### src/rtl/demux_3ch_router_pkg.sv
// Shared channel codes and select type for the 3-channel demux/mux pair.
package demux_3ch_router_pkg;
  typedef logic [1:0] ch_sel_t;

  localparam ch_sel_t CH_A    = 2'd0;
  localparam ch_sel_t CH_B    = 2'd1;
  localparam ch_sel_t CH_C    = 2'd2;
  localparam ch_sel_t CH_DROP = 2'd3;
endpackage

### src/rtl/demux_slot.sv
// One-entry output buffer: a load always wins, so load+drain in one cycle replaces the word.
module demux_slot #(
  parameter int word_size = 8
) (
  input  logic                 clk,
  input  logic                 rst_n,
  input  logic                 load,
  input  logic [word_size-1:0] load_data,
  input  logic                 out_ready,
  output logic                 out_valid,
  output logic [word_size-1:0] out_data
);
  always_ff @(posedge clk or negedge rst_n) begin
    if (!rst_n) begin
      out_valid <= 1'b0;
      out_data  <= '0;
    end else if (load) begin
      out_valid <= 1'b1;
      out_data  <= load_data;
    end else if (out_valid && out_ready) begin
      out_valid <= 1'b0;
    end
  end
endmodule

### src/rtl/demux_3ch_router.sv
// Routes a select-tagged word stream to channels A/B/C; select 3 words are dropped and counted.
// Handshake: a word moves on a port in any cycle where valid && ready; ready never looks at valid.
module demux_3ch_router
  import demux_3ch_router_pkg::*;
#(
  parameter int word_size = 8,
  parameter int cnt_width = 8
) (
  input  logic                 clk,
  input  logic                 rst_n,
  input  logic [word_size-1:0] in_data,
  input  ch_sel_t              in_sel,
  input  logic                 in_valid,
  output logic                 in_ready,
  output logic [word_size-1:0] out_a_data,
  output logic                 out_a_valid,
  input  logic                 out_a_ready,
  output logic [word_size-1:0] out_b_data,
  output logic                 out_b_valid,
  input  logic                 out_b_ready,
  output logic [word_size-1:0] out_c_data,
  output logic                 out_c_valid,
  input  logic                 out_c_ready,
  output logic                 drop_pulse,
  output logic [cnt_width-1:0] drop_count
);
  localparam logic [cnt_width-1:0] cnt_one = 1;
  localparam logic [cnt_width-1:0] cnt_max = '1;

  logic accept;
  logic load_a, load_b, load_c, drop;

  // A channel can take a word if empty or draining in this same cycle.
  always_comb begin
    in_ready = 1'b1;
    case (in_sel)
      CH_A:    in_ready = !out_a_valid || out_a_ready;
      CH_B:    in_ready = !out_b_valid || out_b_ready;
      CH_C:    in_ready = !out_c_valid || out_c_ready;
      default: in_ready = 1'b1;
    endcase
  end

  assign accept = in_valid && in_ready;
  assign load_a = accept && (in_sel == CH_A);
  assign load_b = accept && (in_sel == CH_B);
  assign load_c = accept && (in_sel == CH_C);
  assign drop   = accept && (in_sel == CH_DROP);

  demux_slot #(.word_size(word_size)) u_slot_a (
    .clk(clk), .rst_n(rst_n), .load(load_a), .load_data(in_data),
    .out_ready(out_a_ready), .out_valid(out_a_valid), .out_data(out_a_data)
  );

  demux_slot #(.word_size(word_size)) u_slot_b (
    .clk(clk), .rst_n(rst_n), .load(load_b), .load_data(in_data),
    .out_ready(out_b_ready), .out_valid(out_b_valid), .out_data(out_b_data)
  );

  demux_slot #(.word_size(word_size)) u_slot_c (
    .clk(clk), .rst_n(rst_n), .load(load_c), .load_data(in_data),
    .out_ready(out_c_ready), .out_valid(out_c_valid), .out_data(out_c_data)
  );

  always_ff @(posedge clk or negedge rst_n) begin
    if (!rst_n) begin
      drop_pulse <= 1'b0;
      drop_count <= '0;
    end else begin
      drop_pulse <= drop;
      if (drop && (drop_count != cnt_max)) drop_count <= drop_count + cnt_one;
    end
  end
endmodule

### config.mk
export PLATFORM = sky130hd
export DESIGN_NAME = demux_3ch_router
export DESIGN_NICKNAME = d
export VERILOG_FILES = /design/src/rtl/demux_3ch_router_pkg.sv /design/src/rtl/demux_slot.sv /design/src/rtl/demux_3ch_router.sv
export SDC_FILE = /design/constraint.sdc
export NUM_CORES = 1
export LEC_CHECK = 0
export ABC_AREA = 1
export CAP_MARGIN = 5
export CORE_ASPECT_RATIO = 0.8
export CORE_MARGIN = 2
export CORE_UTILIZATION = 25
export DETAILED_ROUTE_END_ITERATION = 10
export GPL_ROUTABILITY_DRIVEN = 0
export PLACE_DENSITY_LB_ADDON = 0.2
export RECOVER_POWER = 100
export SYNTH_ARGS = -nofsm -noshare
export SYNTH_HDL_FRONTEND = slang
export SYNTH_SLANG_ARGS = --single-unit
### constraint.sdc
create_clock -name clk -period 2.5 [get_ports clk]
set_input_delay 0.25 -clock clk [delete_from_list [all_inputs] [get_ports clk]]
set_output_delay 0.25 -clock clk [all_outputs]
set_load 0.02 [all_outputs]
### Yosys cells after proc, flatten, opt, wreduce, memory -nomap -nowiden

Cells that the tools add are included.

| operators by class | value |
|---|---|
| $add $sub $neg | 1 |
| multiply operators | 0 |
| div/mod/pow operators | 0 |
| magnitude comparators | 0 |
| equality and inequality tests | 4 |
| shifts and indexed selects | 0 |
| mux-type cells | 7 |
| bitwise logic cells | 0 |
| reductions and logical operators | 19 |

Operators by type and width:

| kind | number |
|---|---|
| 1-bit logical AND | 9 |
| 8-bit by 1-bit adder with 8-bit output (second input constant) | 1 |
| 8-bit inequality test (second input constant) | 1 |
| 1-bit 2-to-1 mux | 6 |
| 2-bit nonzero test | 3 |
| 2-bit equality test (second input constant) | 2 |
| 1-bit logical NOT | 3 |
| 1-bit logical OR | 3 |
| 1-bit one-hot mux with 3 select lines | 1 |
| 2-bit by 1-bit equality test with 1-bit output (second input constant) | 1 |
| 2-bit logical NOT | 1 |

| storage, ports and cells | value |
|---|---|
| bits in registers | 36 |
| latch bits | 0 |
| RAM bits | 0 |
| memory bits (read-only) | 0 |
| input port bits | 16 |
| output and inout port bits | 37 |
| word-level logic and storage cells | 39 |
| memories kept | 0 |

### Logic depth before layout (Yosys ltp)

| logic depth | value |
|---|---|
| depth after elaboration | 6 |
| gate-level depth with buffers | 8 |
| gate-level depth less buffers | 8 |

### Modules after synthesis

From an unflattened synthesis, not the netlist that was laid out.

| unflattened totals | value |
|---|---|
| cells, all modules | 202 |
| area, all modules | 1616.6 um2 |

Modules (own cells, without submodules):

| module | instances | cells each | area an instance (um2) | seq. area each (um2) |
|---|---|---|---|---|
| demux_slot | 3 | 38 | 341.6 | 225.2 |
| demux_3ch_router | 1 | 88 | 591.8 | 225.2 |

### Least setup slack after synthesis

OpenSTA, ideal clock, no wires.

| path | value |
|---|---|
| path kind | flip-flop to flip-flop |
| start | reg drop_count[1] |
| end | reg drop_count[4] |
| setup time | 0.117 ns |
| arrival | 1.376 ns |
| setup slack | 1.008 ns |
| stages on the path, launching flop included | 9 |
| buffers on the path | 0 |
| path through | dfrtp_1 ha_1 nand2_1 inv_1 nand4_1 nand2_1 inv_2 nand2_1 nand2_1 |

| on the way | value |
|---|---|
| cells in the longest elaborated chain, start to end | 2 |
| elaborated cells between the ends (all ways) | 3 |
| classes of those cells | add/sub: 1; eq/ne: 1; reduce/logical: 1 |

Ends and longest elaborated chain:

| what | RTL line | RTL |
|---|---|---|
| start: declaration | demux_3ch_router.sv:25 | `output logic [cnt_width-1:0] drop_count` |
| start signal: assignment | demux_3ch_router.sv:71 | `if (drop && (drop_count != cnt_max)) drop_count <= drop_count + cnt_one;` |
| branches (longest 2 deep; another with 8-bit by 1-bit adder with 8-bit output) | - |  |

Several ways; the timed one is not identified.
A chain may end at the register's enable or synchronous reset.

### Worst setup path after layout

| path | value |
|---|---|
| start | in in_sel[0] |
| end | out in_ready |

| on the way | value |
|---|---|
| cells in the longest elaborated chain, start to end | 2 |
| elaborated cells between the ends (all ways) | 4 |
| classes of those cells | eq/ne: 2; mux: 1; reduce/logical: 1 |

Ends and longest elaborated chain:

| what | RTL line | RTL |
|---|---|---|
| start: declaration | demux_3ch_router.sv:12 | `input ch_sel_t in_sel,` |
| 2-bit equality test (tied with other cells) | demux_3ch_router.sv:36 | `case (in_sel)` |
| 1-bit one-hot mux with 3 select lines * | demux_3ch_router.sv:36 |  |
| end: declaration | demux_3ch_router.sv:14 | `output logic in_ready,` |

Every way passes the cells marked *; elsewhere a longest branch is shown, timed or not.

==> results.yml <==
critical_path:
  worstPathArrival_ns: 2.05
  cp.buffers_inverters: 3
  cp.required_ns: 2.25
  critPathTopFamily: "buffers and inverters"
  slowest_stage: "dlygate4sd3_1"
  cp-end-kind: "output pin"
  crit_type: "in2out"
  path_cells: "dlygate4sd3_1 > inv_2 > nor2_8 > nand2_4 > nand3_1 > clkdlybuf4s50_1"
  worstSetupStartpointType: "input port"
  critPathMaxStageDelay_ns: 0.69
  path_max_fanout: 10
global_routing:
  grt_pass1_vias: 1401
  grt_antenna_before_repair: 0
  grt_max_degree: 37
  grt_pass1_wl_mm: 7.06
  grt.overflow.total: 0
  track_usage: 0.122
placement:
  place_ws_ns: 0.286
  portBuffers: 52
  placed_cell_area_um2: 2310
  place_hpwl_mm: 3.14
routing:
  wl_mm: 4.26
  wl_per_cell_um: 13.0
  first_iter_violations: 60
  remaining_drc_errors: 0
  drtPass1Iterations: 4
  viasPerCell: 4.46
  dr_total_vias: 1460
  postRouteAntennaNets: 0
floorplan:
  die_w_um: 96.1
  fp.dieH_um: 77.7
  core-area_um2: 6470
  start_util: 0.262
  fp.dieArea_um2: 7460
  rows: 26
  io_pins: 53
timing:
  setup_viol: 0
  slew-limit-headroom: 0.382
  fin_hold_ws_ns: 0.463
  finalCriticalPeriod_ns: 2.30
  min_period_over_period: 0.921
  final_hold_viol_count: 0
  fin_worst_skew_ns: 0.00503
  tightestPinTransition_ns: 0.928
  rsz0062_at_grt: "no"
  fmax_ghz: 0.434
  setup_tns_ns: 0
  layout_setup_ws_ns: 0.197
  slew_viol_final: 0
yosys:
  seq_area_frac_synth: 0.531
  synth-edff-count: 0
  ys.warnings.count: 0
  avgSynthCellArea_um2: 9.11
  synth_most_common_cell: "nand2_1"
  synth_cell_types: 25
  ys_seq_elements: 36
  synth_area_leaders: "dfrtp_1 (53%), nand2_1 (16%), nand4_1 (11%), nand3_4 (4.1%), inv_1 (2.9%)"
  synth_top_area_share: 0.531
  netlist_area_um2: 1700
  syn-num-nets: 203
  synth_top_cell_by_area: "dfrtp_1"
  synthArstFlopShare: 1.00
  ys_top_cells_by_count: "nand2_1 (72), dfrtp_1 (36), nand4_1 (29)"
  synth-main-ff-cell: "dfrtp_1"
  syn-instance-count: 186
pwr:
  p_sw_mw: 0.640
  clockPowerShare: 0.221
  netSwitchingFraction: 0.358
  pwr-share-seq: 0.437
  power.internal_mw: 1.15
  ir_drop_v: 0.000278
  comb_power_share: 0.342
  p_leak_nw: 1.19
  p_per_area_nw_per_um2: 755
clocking:
  cts_tree: "built"
  cts_buffers: 5
  post_cts_buffers: 0
  clockBufferDepth: 2
  root_buffer: "clkbuf_8"
  cts_hold_buf: 0
  clock_sinks: 36
  ctsResizeCount: 0
  worst_skew_pair.late_latency_ns: 0.28
  htree_levels: 2
  clk_pin_slew_ns: 0.07
layout:
  final_cell_area_um2: 2370
  drive_above_1_share: 0.0823
  nets: 260
  final_util: 0.366
  antennaDiodeCount: 0
  areaGrowthSynthToFinish_pct: 39.6
job:
  maxCapViolations: 0
status:
  status: "completed"
hold_path:
  hold_path.class: "reg2reg"
-- sequential cells by signal (all words and copies together), names as in the netlist --
register            cells
drop_count              8
u_slot_a.out_valid      1
u_slot_c.out_valid      1
u_slot_b.out_data       8
u_slot_b.out_valid      1
drop_pulse              1
u_slot_c.out_data       8
u_slot_a.out_data       8
-- layer usage --
| layer | share of wire | track usage | wire, um |
|---|---|---|---|
| met5 | 0 | 0 | 0 |
| met4 | 0.010 | 0.0386 | 44 |
| met3 | 0.065 | 0.0340 | 277 |
| met2 | 0.43 | 0.174 | 1820 |
| met1 | 0.50 | 0.179 | 2120 |
-- tightest hold or removal path, delay by kind of cell (launching register included) --
family	cells	cell delay (ns)
flops	1	0.34
simple gates	2	0.09
-- power groups by stage --
stage / registers, mW / clock network, mW / logic, mW
2_1_floorplan: 0.937 / 0 / 0.192
3_3_place_gp: 0.801 / 0 / 0.662
3_5_place_dp: 0.802 / 0 / 0.667
4_1_cts: 0.791 / 0.408 / 0.669
5_1_grt: 0.802 / 0.444 / 0.668
6_report: 0.782 / 0.395 / 0.611
-- per-stage QoR --
stage	instances	power [mW]
after CTS	327	1.87
final	327	1.79
after detailed placement	320	1.47
after global routing	327	1.91
after global placement	320	1.46
after floorplan	186	1.13
-- cells by family after synthesis --
group	after synthesis	share of synthesized area
and+or+nand+nor	119	0.365
DFF	36	0.531
buffers and inverters	21	0.0590
AOI/OAI and AO/OA	6	0.0221
xor gates and xnor gates	3	0.0155
adders and majority gates	1	0.00738
-- cells in the final DEF, fill, tap and decap left out, types with 2 or more instances in the layout --
master,count
nand4_1,29
inv_1,14
nand3_1,6
dfrtp_1,36
o21ai_0,2
clkbuf_2,2
nand2_1,72
dlygate4sd3_1,39
xor2_1,2
nor2_1,3
buf_4,2
nor2_2,2
nand3_4,3
clkdlybuf4s50_1,13
clkbuf_8,5
-- worst paths after layout --
kind | slack [ns] | cells after the start | from | to
worst max-delay path | 0.20 | 6 | in_sel[0] | in_ready
worst min-delay path | 0.46 | 2 | u_slot_c.out_data[5] | u_slot_c.out_data[5]
worst max register to register | 0.80 | 7 | u_slot_b.out_valid | u_slot_b.out_data[7]
worst min register to register | 0.46 | 2 | u_slot_c.out_data[5] | u_slot_c.out_data[5]
max in group asynchronous | 1.28 | 2 | rst_n | u_slot_a.out_data[2]
min in group asynchronous | 0.63 | 2 | rst_n | u_slot_a.out_data[4]
-- area by class of cell --
| class | count | area, um^2 |
|---|---|---|
| clock inverter | 1 | 5.00 |
| timing repair buffer | 56 | 546 |
| sequential | 36 | 901 |
| inverter | 15 | 56.3 |
| fill | 690 | 4110 |
| multi-input combinational | 129 | 682 |
| clock buffer | 6 | 72.6 |
| tap | 84 | 105 |
Note: power is estimated with default switching activity, not from simulation.
